===== src/rtl/barrier_field_pkg.sv =====
// Shared types and constants for the barrier field: FSM states, cell geometry,
// the barrier shape mask and the health-to-intensity table.
package barrier_field_pkg;

    typedef enum logic [1:0] {
        ST_IDLE    = 2'd0,
        ST_CHECK   = 2'd1,
        ST_RESTORE = 2'd2
    } state_e;

    localparam int CELL_SHIFT = 2;
    localparam int CELL_ROWS  = 8;
    localparam int CELL_COLS  = 10;
    localparam int CELLS      = CELL_ROWS * CELL_COLS;
    localparam int BARRIER_H  = 32;
    localparam int BARRIER_W  = 40;

    // MSB of each row is cell column 0
    localparam logic [9:0] SHAPE_MASK [CELL_ROWS] = '{
        10'b0111111110,
        10'b1111111111,
        10'b1111111111,
        10'b1111111111,
        10'b1111001111,
        10'b1110000111,
        10'b1100000011,
        10'b1100000011
    };

    localparam logic [3:0] INTENSITY [4] = '{4'h0, 4'h5, 4'hA, 4'hF};

    function automatic logic mask_on(input logic [2:0] row, input logic [3:0] col);
        logic [9:0] bits;
        bits = SHAPE_MASK[row];
        if (col > 4'd9) return 1'b0;
        return bits[4'd9 - col];
    endfunction

    function automatic logic [6:0] cell_index(input logic [2:0] row, input logic [3:0] col);
        return 7'(row) * 7'(CELL_COLS) + 7'(col);
    endfunction

endpackage


===== src/rtl/barrier_field_if.sv =====
// Shot-probe handshake between the game logic (master) and the barrier field (slave).
interface barrier_field_if;
    logic        hit_valid;
    logic [11:0] hit_row;
    logic [11:0] hit_col;
    logic        hit_ready;
    logic        hit_ack;
    logic        hit_taken;

    modport master (output hit_valid, hit_row, hit_col,
                    input  hit_ready, hit_ack, hit_taken);
    modport slave  (input  hit_valid, hit_row, hit_col,
                    output hit_ready, hit_ack, hit_taken);
endinterface


===== src/rtl/barrier_field_locate.sv =====
// Maps a screen coordinate to the barrier it falls in and the 4x4-pixel cell within it.
module barrier_locate
    import barrier_field_pkg::*;
#(
    parameter int NUM_BARRIERS = 4,
    parameter int BARRIER_ROW  = 380,
    parameter int FIRST_COL    = 120,
    parameter int PITCH        = 120,
    parameter int IDX_W        = 2
) (
    input  logic [11:0]      row_i,
    input  logic [11:0]      col_i,
    output logic             in_barrier_o,
    output logic [IDX_W-1:0] idx_o,
    output logic [2:0]       cell_row_o,
    output logic [3:0]       cell_col_o
);

    logic row_hit;

    always_comb begin
        in_barrier_o = 1'b0;
        idx_o        = '0;
        cell_col_o   = '0;
        row_hit      = (row_i > 12'(BARRIER_ROW)) && (row_i <= 12'(BARRIER_ROW + BARRIER_H));
        cell_row_o   = 3'((row_i - 12'(BARRIER_ROW + 1)) >> CELL_SHIFT);
        // Pitch is at least the barrier width, so at most one column window matches
        for (int k = 0; k < NUM_BARRIERS; k++) begin
            if ((col_i > 12'(FIRST_COL + k * PITCH)) &&
                (col_i <= 12'(FIRST_COL + k * PITCH + BARRIER_W))) begin
                in_barrier_o = row_hit;
                idx_o        = IDX_W'(k);
                cell_col_o   = 4'((col_i - 12'(FIRST_COL + k * PITCH + 1)) >> CELL_SHIFT);
            end
        end
    end

endmodule


===== src/rtl/barrier_field.sv =====
// Destructible barrier field: renders the health map and serves shot probes and restores.
// state      | meaning
// ST_IDLE    | ready for a probe unless a restore is pending or arriving
// ST_CHECK   | probe registered; ack it and decrement the struck cell if live
// ST_RESTORE | rebuild one barrier per cycle, counter 0..NUM_BARRIERS-1
module barrier_field
    import barrier_field_pkg::*;
#(
    parameter int NUM_BARRIERS = 4,
    parameter int BARRIER_ROW  = 380,
    parameter int FIRST_COL    = 120,
    parameter int PITCH        = 120
) (
    input  logic                    clk,
    input  logic                    rst,
    input  logic [11:0]             pixel_row,
    input  logic [11:0]             pixel_column,
    input  logic                    restore,
    output logic                    busy,
    output logic [3:0]              barrier_output,
    output logic [NUM_BARRIERS-1:0] barrier_active,
    barrier_field_if.slave          hit
);

    localparam int IDX_W = (NUM_BARRIERS > 1) ? $clog2(NUM_BARRIERS) : 1;
    localparam logic [IDX_W-1:0] LAST_IDX = IDX_W'(NUM_BARRIERS - 1);

    state_e                  state_q, state_d;
    logic                    pending_q, pending_d;
    logic [IDX_W-1:0]        cnt_q, cnt_d;
    logic [11:0]             probe_row_q, probe_col_q;
    logic [2*CELLS-1:0]      health_q [NUM_BARRIERS];
    logic [3:0]              out_q;
    logic [NUM_BARRIERS-1:0] active_q, active_d;

    logic             r_in, p_in;
    logic [IDX_W-1:0] r_idx, p_idx;
    logic [2:0]       r_crow, p_crow;
    logic [3:0]       r_ccol, p_ccol;
    logic [6:0]       r_cell, p_cell;
    logic [1:0]       r_health, p_health;
    logic             r_mask, p_mask, p_live;

    barrier_locate #(
        .NUM_BARRIERS(NUM_BARRIERS), .BARRIER_ROW(BARRIER_ROW),
        .FIRST_COL(FIRST_COL), .PITCH(PITCH), .IDX_W(IDX_W)
    ) u_locate_render (
        .row_i(pixel_row), .col_i(pixel_column), .in_barrier_o(r_in),
        .idx_o(r_idx), .cell_row_o(r_crow), .cell_col_o(r_ccol)
    );

    barrier_locate #(
        .NUM_BARRIERS(NUM_BARRIERS), .BARRIER_ROW(BARRIER_ROW),
        .FIRST_COL(FIRST_COL), .PITCH(PITCH), .IDX_W(IDX_W)
    ) u_locate_probe (
        .row_i(probe_row_q), .col_i(probe_col_q), .in_barrier_o(p_in),
        .idx_o(p_idx), .cell_row_o(p_crow), .cell_col_o(p_ccol)
    );

    assign r_cell   = cell_index(r_crow, r_ccol);
    assign p_cell   = cell_index(p_crow, p_ccol);
    assign r_health = health_q[r_idx][{r_cell, 1'b0} +: 2];
    assign p_health = health_q[p_idx][{p_cell, 1'b0} +: 2];
    assign r_mask   = mask_on(r_crow, r_ccol);
    assign p_mask   = mask_on(p_crow, p_ccol);
    assign p_live   = p_in && p_mask && (p_health != 2'd0);

    always_comb begin
        state_d       = state_q;
        pending_d     = pending_q;
        cnt_d         = cnt_q;
        hit.hit_ready = 1'b0;
        hit.hit_ack   = 1'b0;
        hit.hit_taken = 1'b0;
        busy          = 1'b0;
        case (state_q)
            ST_IDLE: begin
                pending_d     = 1'b0;
                hit.hit_ready = !pending_q && !restore;
                if (pending_q || restore) begin
                    state_d = ST_RESTORE;
                    cnt_d   = '0;
                end else if (hit.hit_valid) begin
                    state_d = ST_CHECK;
                end
            end
            ST_CHECK: begin
                hit.hit_ack   = 1'b1;
                hit.hit_taken = p_live;
                pending_d     = pending_q || restore;
                state_d       = ST_IDLE;
            end
            ST_RESTORE: begin
                busy = 1'b1;
                if (restore) begin
                    cnt_d = '0;
                end else if (cnt_q == LAST_IDX) begin
                    cnt_d   = '0;
                    state_d = ST_IDLE;
                end else begin
                    cnt_d = cnt_q + IDX_W'(1);
                end
            end
            default: state_d = ST_IDLE;
        endcase
    end

    always_ff @(posedge clk or negedge rst) begin
        if (!rst) begin
            state_q     <= ST_IDLE;
            pending_q   <= 1'b0;
            cnt_q       <= '0;
            probe_row_q <= '0;
            probe_col_q <= '0;
        end else begin
            state_q   <= state_d;
            pending_q <= pending_d;
            cnt_q     <= cnt_d;
            if (hit.hit_valid && hit.hit_ready) begin
                probe_row_q <= hit.hit_row;
                probe_col_q <= hit.hit_col;
            end
        end
    end

    always_ff @(posedge clk or negedge rst) begin
        if (!rst) begin
            for (int k = 0; k < NUM_BARRIERS; k++) health_q[k] <= '1;
        end else if (state_q == ST_CHECK && p_live) begin
            health_q[p_idx][{p_cell, 1'b0} +: 2] <= p_health - 2'd1;
        end else if (state_q == ST_RESTORE) begin
            health_q[cnt_q] <= '1;
        end
    end

    always_comb begin
        active_d = '0;
        for (int k = 0; k < NUM_BARRIERS; k++) active_d[k] = r_in && (r_idx == IDX_W'(k));
    end

    always_ff @(posedge clk or negedge rst) begin
        if (!rst) begin
            out_q    <= 4'h0;
            active_q <= '0;
        end else begin
            out_q    <= (r_in && r_mask) ? INTENSITY[r_health] : 4'h0;
            active_q <= active_d;
        end
    end

    assign barrier_output = out_q;
    assign barrier_active = active_q;

endmodule

===== src/flat_wrapper.sv =====
// flat-port wrapper written by rule: the top's interface ports become plain ports
module barrier_field_flat import barrier_field_pkg::*;
#(
    parameter int NUM_BARRIERS = 4,
    parameter int BARRIER_ROW  = 380,
    parameter int FIRST_COL    = 120,
    parameter int PITCH        = 120
)
  (clk, rst, pixel_row, pixel_column, restore, busy, barrier_output, barrier_active, hit_hit_valid, hit_hit_row, hit_hit_col, hit_hit_ready, hit_hit_ack, hit_hit_taken);
  barrier_field_if hit_i ();
  input  logic clk;
  input  logic rst;
  input  logic [11:0] pixel_row;
  input  logic [11:0] pixel_column;
  input  logic restore;
  output logic busy;
  output logic [3:0] barrier_output;
  output logic [NUM_BARRIERS-1:0] barrier_active;
  input wire logic [$bits(hit_i.hit_valid)-1:0] hit_hit_valid;
  input wire logic [$bits(hit_i.hit_row)-1:0] hit_hit_row;
  input wire logic [$bits(hit_i.hit_col)-1:0] hit_hit_col;
  output wire logic [$bits(hit_i.hit_ready)-1:0] hit_hit_ready;
  output wire logic [$bits(hit_i.hit_ack)-1:0] hit_hit_ack;
  output wire logic [$bits(hit_i.hit_taken)-1:0] hit_hit_taken;
  assign hit_i.hit_valid = hit_hit_valid;
  assign hit_i.hit_row = hit_hit_row;
  assign hit_i.hit_col = hit_hit_col;
  assign hit_hit_ready = hit_i.hit_ready;
  assign hit_hit_ack = hit_i.hit_ack;
  assign hit_hit_taken = hit_i.hit_taken;
  barrier_field #(.NUM_BARRIERS(NUM_BARRIERS), .BARRIER_ROW(BARRIER_ROW), .FIRST_COL(FIRST_COL), .PITCH(PITCH)) u_core (.clk(clk), .rst(rst), .pixel_row(pixel_row), .pixel_column(pixel_column), .restore(restore), .busy(busy), .barrier_output(barrier_output), .barrier_active(barrier_active), .hit(hit_i));
endmodule

===== config.mk =====
export PLATFORM = sky130hd
export DESIGN_NAME = barrier_field_flat
export DESIGN_NICKNAME = d
export VERILOG_FILES = /design/src/rtl/barrier_field_pkg.sv /design/src/rtl/barrier_field_if.sv /design/src/rtl/barrier_field_locate.sv /design/src/rtl/barrier_field.sv /design/src/flat_wrapper.sv
export SDC_FILE = /design/constraint.sdc
export NUM_CORES = 2
export LEC_CHECK = 0
export BUFFER_PORTS_ARGS = -buffer_cell sky130_fd_sc_hd__buf_4
export CAP_MARGIN = 20
export CORE_MARGIN = 1.5
export CORE_UTILIZATION = 30
export DETAILED_ROUTE_END_ITERATION = 12
export MAX_ROUTING_LAYER = met4
export PLACE_DENSITY = 0.55
export SLEW_MARGIN = 20
export SYNTH_ARGS = -nofsm -noshare
export SYNTH_HDL_FRONTEND = slang
export SYNTH_SLANG_ARGS = --single-unit

===== constraint.sdc =====
create_clock -name clk -period 11.28 [get_ports clk]
set_input_delay 0 -clock clk [delete_from_list [all_inputs] [get_ports clk]]
set_output_delay 0 -clock clk [all_outputs]
set_load 0.005 [all_outputs]

# [Word level (Yosys, flattened, before mapping)]
# Memories as Yosys holds them, arrays and structs flattened.
# Index checks and enable logic that the tools add are counted.
[word_totals] ff_bits=677 mem_bits_ro=160 input_bits=52 elab_cells=185 n_memories=2
[mem_list] memory="(name not given)" depth=8 word_bits=10 rd=1 rd_ports_with_merged_regs=0 wr=0 line="barrier_field_pkg.sv:34" text="bits = SHAPE_MASK[row];"
[mem_list] memory="(name not given)" depth=8 word_bits=10 rd=1 rd_ports_with_merged_regs=0 wr=0 line="barrier_field_pkg.sv:34"
[op_classes] addsub=17 mul=2 order_cmp=32 n_eq_ne=10 shifts=4 mux=67 bitwise_logic=7 reduce_logical=33
[ops] op="$mux W640" n=2
[ops] op="$mux W160" n=6
[ops] op="$bmux W160 S2" n=2
[ops] op="$bwmux W640" n=1
[ops] op="$demux W160 S2" n=2
[ops] op="$or A640 B640 Y640" n=1
[ops] op="$shiftx A160 B9 Y2" n=2
[ops] op="$shift A2 B10 Y160 const A" n=1
[ops] op="$shiftx A2 B10 Y160" n=1
[ops] op="$gt A12 B9 Y1 const B" n=6
[ops] op="$le A12 B9 Y1 const B" n=6
[ops] op="$sub A6 B6 Y6 const B" n=8
[ops] op="$mux W4" n=11
[ops] op="$mux W10" n=4
[ops] op="$gt A12 B7 Y1 const B" n=2
[ops] op="$gt A12 B8 Y1 const B" n=2
[ops] op="$le A12 B10 Y1 const B" n=2
[ops] op="$le A12 B8 Y1 const B" n=2
[ops] op="$logic_and A1 B1 Y1" n=22
[ops] op="$mux W1" n=22
[ops] op="$mux W2" n=11
[ops] op="$add A7 B4 Y7" n=2
[ops] op="$ge A3 B3 Y1 const B" n=4
[ops] op="$mul A3 B3 Y6 const B" n=2
[ops] op="other kinds (26)" n=48

# [Longest topological paths before layout]
[depth] ltp_word=15 depth_mapped=44 depth_no_buf=32

# [By module]
# Synthesis repeated with hierarchy kept, for this count alone.
[hier_totals] cells_unflattened=3720 hier_area_um2=40729.1
[modules_own_cells] module="barrier_field" instances=1 cells_per_inst=3560 area_each_um2=39618.0
[modules_own_cells] module="barrier_locate" instances=2 cells_per_inst=80 area_each_um2=555.5

# [Least setup slack after synthesis]
# OpenSTA, ideal clock, no wires.
[synth_path] path_type="flip-flop to flip-flop" from="register u_core.probe_col_q[1]" to="register u_core.health_q[344] (netlist name)" setup_time_ns=0.090 arrival_ns=8.528 required_ns=11.190 setup_slack_ns=2.662 path_stages_with_launch=45 path_buffers=13 period_less_slack_ns=8.618 cell_sequence="dfrtp_1 > buf_2 > or4_1 > buf_2 > o311ai_4 > or2_1 > buf_4 > buf_2 > buf_2 > buf_2 > buf_2 > buf_1 > clkbuf_1 > o221ai_1 > o311ai_0 > o31a_1 > inv_1 > ha_1 > (+9 left out) > inv_4 > buf_6 > buf_6 > ha_1 > nor4_1 > nand3_1 > a21oi_1 > nand2_1 > a31oi_1 > a2bb2oi_1 > nand2_1 > buf_2 > nand2_1 > a211oi_1 > buf_2 > nand2_1 > o21ai_0 > o21ai_0"
[synth_via] elab_chain_cells=14 word_cells_on_any_way=55 classes_between="8 x add/sub; 11 x order compare; 3 x shift; 22 x mux; 1 x bitwise; 10 x reduce/logical"
[synth_lines] element="start, declared" line="barrier_field.sv:31" text="logic [11:0] probe_row_q, probe_col_q;"
[synth_lines] element="start signal, assigned" line="barrier_field.sv:121" text="probe_col_q <= hit.hit_col;"
[synth_lines] element="branches (longest 14 deep; another with $gt A12 B7 Y1)"
[synth_lines] element="end signal, assigned by index" line="barrier_field.sv:130" text="health_q[p_idx][{p_cell, 1'b0} +: 2] <= p_health - 2'd1;"
[synth_lines] element="end, declared" line="barrier_field.sv:32" text="logic [2*CELLS-1:0] health_q [NUM_BARRIERS];"
# Parallel ways; which one is timed is not known. The select of a mux whose other input is x is not followed.
# A chain may end at the register's enable or synchronous reset.

# [Worst setup path in the final report]
[layout_path] from="register u_core.probe_col_q[9]" to="register u_core.health_q[578] (netlist name)"
# Same word-level chain as after synthesis.

==> flow_summary_export.csv <==
group,metric,value,unit
worst_setup_path,r2r_slack,1.07,ns
synthesis,syn_area,41300,µm²
timing,slew_violations,0,
run_status,status,"finished with violations",
timing,period_needed,10.21,ns
die,num_rows,135,
clock_network,cts.path.max_buffers,3,
grt,grt_remaining_overflow,0,
finish,finalNetCount,5004,
timing,fin_crit_sh,0.905,
die,ioPinCount,64,
hold_path,min_path_type,"in2async",
worst_setup_path,critPathKind,"reg2reg",
synthesis,avgSynthCellArea,8.24,µm²
grt,grt_pass1_vias,42400,
finish,seqCellArea,17700,µm²
synthesis,synth_seq_cells,675,
clock_network,clkSlewWorstSetupHoldPaths,0.06,ns
routing,drtIter0Drc,7956,
synthesis,yosys_warnings,0,
die,die_y,374,µm
die,die_area,140000,µm²
timing,setup_tns,0,ns
synthesis,synth_ff_type,"dfstp_2",
worst_setup_path,crit_arrival,10.81,ns
grt,grt_antenna_before_repair,10,
worst_setup_path,critPathLaunchType,"flip-flop",
die,die_x,374,µm
synthesis,synth-xor-area-share,0.00612,
finish,area_growth,14.4,%
worst_setup_path,slowest_delay,0.88,ns
timing,relSlewSlack,0.127,
die,start_util,0.304,
run_status,violations,"negative hold slack",
grt,grt_max_degree,122,
worst_setup_path,crit_top_cell,"nand2_1",
routing,via_count,46200,
worst_setup_path,cp_max_fo,16,
synthesis,yosys.area_share.simple,0.186,
clock_network,clockRootBuffer,"clkbuf_16",
routing,drc,0,
synthesis,synth_compound_area_frac,0.306,
clock_network,cts_tree,"built",
timing,max_freq,98.0,MHz
synthesis,synth_top_family_by_area,"compound AO/OA/AOI/OAI gates",
clock_network,htreeDepth,3,
routing,wire_per_inst,34.6,µm
synthesis,yosys.area.top_type_share,0.407,
clock_network,cts_sinks,675,
finish,mostFrequentLayoutCells,"nand2_1 (766), o21ai_0 (652), dfstp_2 (640)",
grt,grt_pass1_wl,329,mm
finish,fillers,13900,
finish,drive_above_1_share,0.228,
synthesis,yosysUniqueCellTypes,95,
timing,fin_skew,0.0436,ns
finish,fin_util,0.348,
synthesis,synth_edf_count,0,
timing,rsz0062_at_grt,"false",
placement,routabilityCongestion,1.09,
synthesis,synth_top_area_cell,"dfstp_2",
synthesis,ys_seq_area_frac,0.428,
clock_network,clock_latency,0.71,ns
routing,ant_nets,0,
synthesis,synthCells,5010,
placement,dp_hpwl,152,mm
synthesis,ys_top_cells_by_area,"dfstp_2 (41%), o21ai_0 (7.9%), nand2_1 (7.0%)",
synthesis,async_flop_share,1.00,
routing,drtPass1Iterations,7,
routing,wl,235,mm
worst_setup_path,critPathSlowestCell,"nor2_1",
routing,vias_per_cell,6.80,
die,core_area,136000,µm²
synthesis,syn_nets,5087,
finish,layout_commonest_cell,"nand2_1",
clock_network,post_cts_buffers,0,
synthesis,muxShareOfSynthArea,0.0181,
timing,hold_ws,-0.0420,ns
finish,multiInputGateArea,22100,µm²
worst_setup_path,cp.required,11.88,ns
grt,grt_usage,0.332,
worst_setup_path,critPathCaptureType,"flip-flop",
timing,hold_viol_final,11,
timing,setup_viol,0,
timing,tightestPinTransition,1.31,ns
synthesis,synth_fa_ha_area_frac,0.00794,
run,maxCapViolCount,0,
clock_network,numCtsBuffers,82,
placement,portBuffers,63,
==> path summary, 6_finish.rpt <==
check	cells after the start	end	startpoint
max in group asynchronous	5	u_core.health_q[209]$_DFFE_PN1P_	rst
worst max-delay path	32	u_core.health_q[578]$_DFFE_PN1P_	u_core.probe_col_q[9]$_DFFE_PN0P_
worst min-delay path	2	u_core.probe_col_q[10]$_DFFE_PN0P_	rst
min in group clk	4	u_core.barrier_active[0]$_DFF_PN0_	pixel_column[10]
worst max register to register	32	u_core.health_q[578]$_DFFE_PN1P_	u_core.probe_col_q[9]$_DFFE_PN0P_
worst min register to register	2	u_core.health_q[123]$_DFFE_PN1P_	u_core.health_q[123]$_DFFE_PN1P_
==> worst max-delay path: cells and delay by family, from the launching register on <==
| kind | cells | cell delay (ns) |
|---|---|---|
| flip-flops | 1 | 0.48 |
| buffers and inverters | 1 | 0.21 |
| adder cells (fa/ha/maj) | 2 | 0.72 |
| AO/OA/AOI/OAI | 15 | 3.60 |
| AND/OR/NAND/NOR | 13 | 4.64 |
| XOR/XNOR | 1 | 0.44 |
==> cell type report <==
| type | count | area share |
|---|---|---|
| Timing Repair Buffer | 270 | 0.0477 |
| Clock inverter | 30 | 0.00805 |
| Antenna cell | 16 | 0.000847 |
| Sequential cell | 675 | 0.374 |
| Clock buffer | 117 | 0.0513 |
| Tap cell | 1781 | 0.0472 |
| Inverter | 38 | 0.00312 |
| Multi-Input combinational cell | 3860 | 0.467 |
==> cells in the mapped netlist (all sizes together), types with 9 or more instances <==
library cell,number
nand2,775
o21ai,655
dfstp,640
nor2,381
a21oi,323
clkbuf,302
nand3,226
o211ai,210
o22ai,193
nor3,170
buf,135
a31oi,112
o221ai,92
a211oi,77
o22a,46
nand4,45
mux2i,40
inv,36
dfrtp,35
o311ai,31
o31ai,29
nor4,28
a311oi,27
mux2,25
ha,23
or3,23
and2,22
or4,21
a2111oi,20
and3,19
xnor2,19
o32ai,16
a211o,15
a41oi,13
o2111ai,13
a221oi,12
a222oi,12
a22oi,12
o21a,11
a32oi,9
xor2,9
==> routing by layer <==
metal / global-route usage / routed length [µm] / vias up
li1: - / - / 18700
met1: 0.414 / 88900 / 22700
met2: 0.451 / 95100 / 3868
met3: 0.123 / 33400 / 897
met4: 0.204 / 17100 / 0
met5: - / 0 / -
==> per-stage QoR <==
stage	worst slack [ns]	hold WS, ns	area, µm²	cells
floorplan	2.66	-0.296	41300	5010
finish	1.07	-0.0420	47300	6787
CTS	1.38	0.00293	47200	6767
detailed placement	1.46	0.137	44000	6587
global placement	1.58	0.130	44000	6585
global route	0.735	0.0359	47200	6781
==> state kept, by name, indices dropped and copies added (netlist names) <==
register / cells
u_core.barrier_active: 4
u_core.cnt_q: 2
u_core.health_q: 640
u_core.state_q: 2
u_core.barrier_output: 2
u_core.probe_row_q: 12
u_core.pending_q: 1
u_core.probe_col_q: 12
==> timing repair <==
action,in CTS,in global routing
gates resized for setup,0,0
hold buffers,33,1
endpoints found under the hold margin,142,1
==> kinds of logic (layout without fill, tap and decap cells) <==
logic type / after synthesis / in the layout
buffers and inverters: 475 / 455
other: 0 / 16
muxes: 68 / 68
adders and majority gates: 25 / 25
AOI/OAI and AO/OA: 1984 / 1984
DFF: 675 / 675
xor gates and xnor gates: 28 / 28
and+or+nand+nor: 1755 / 1755
Power is left out: the tool's default activity adds up to more than one toggle a clock period on the data nets, which glitch-free logic cannot reach.
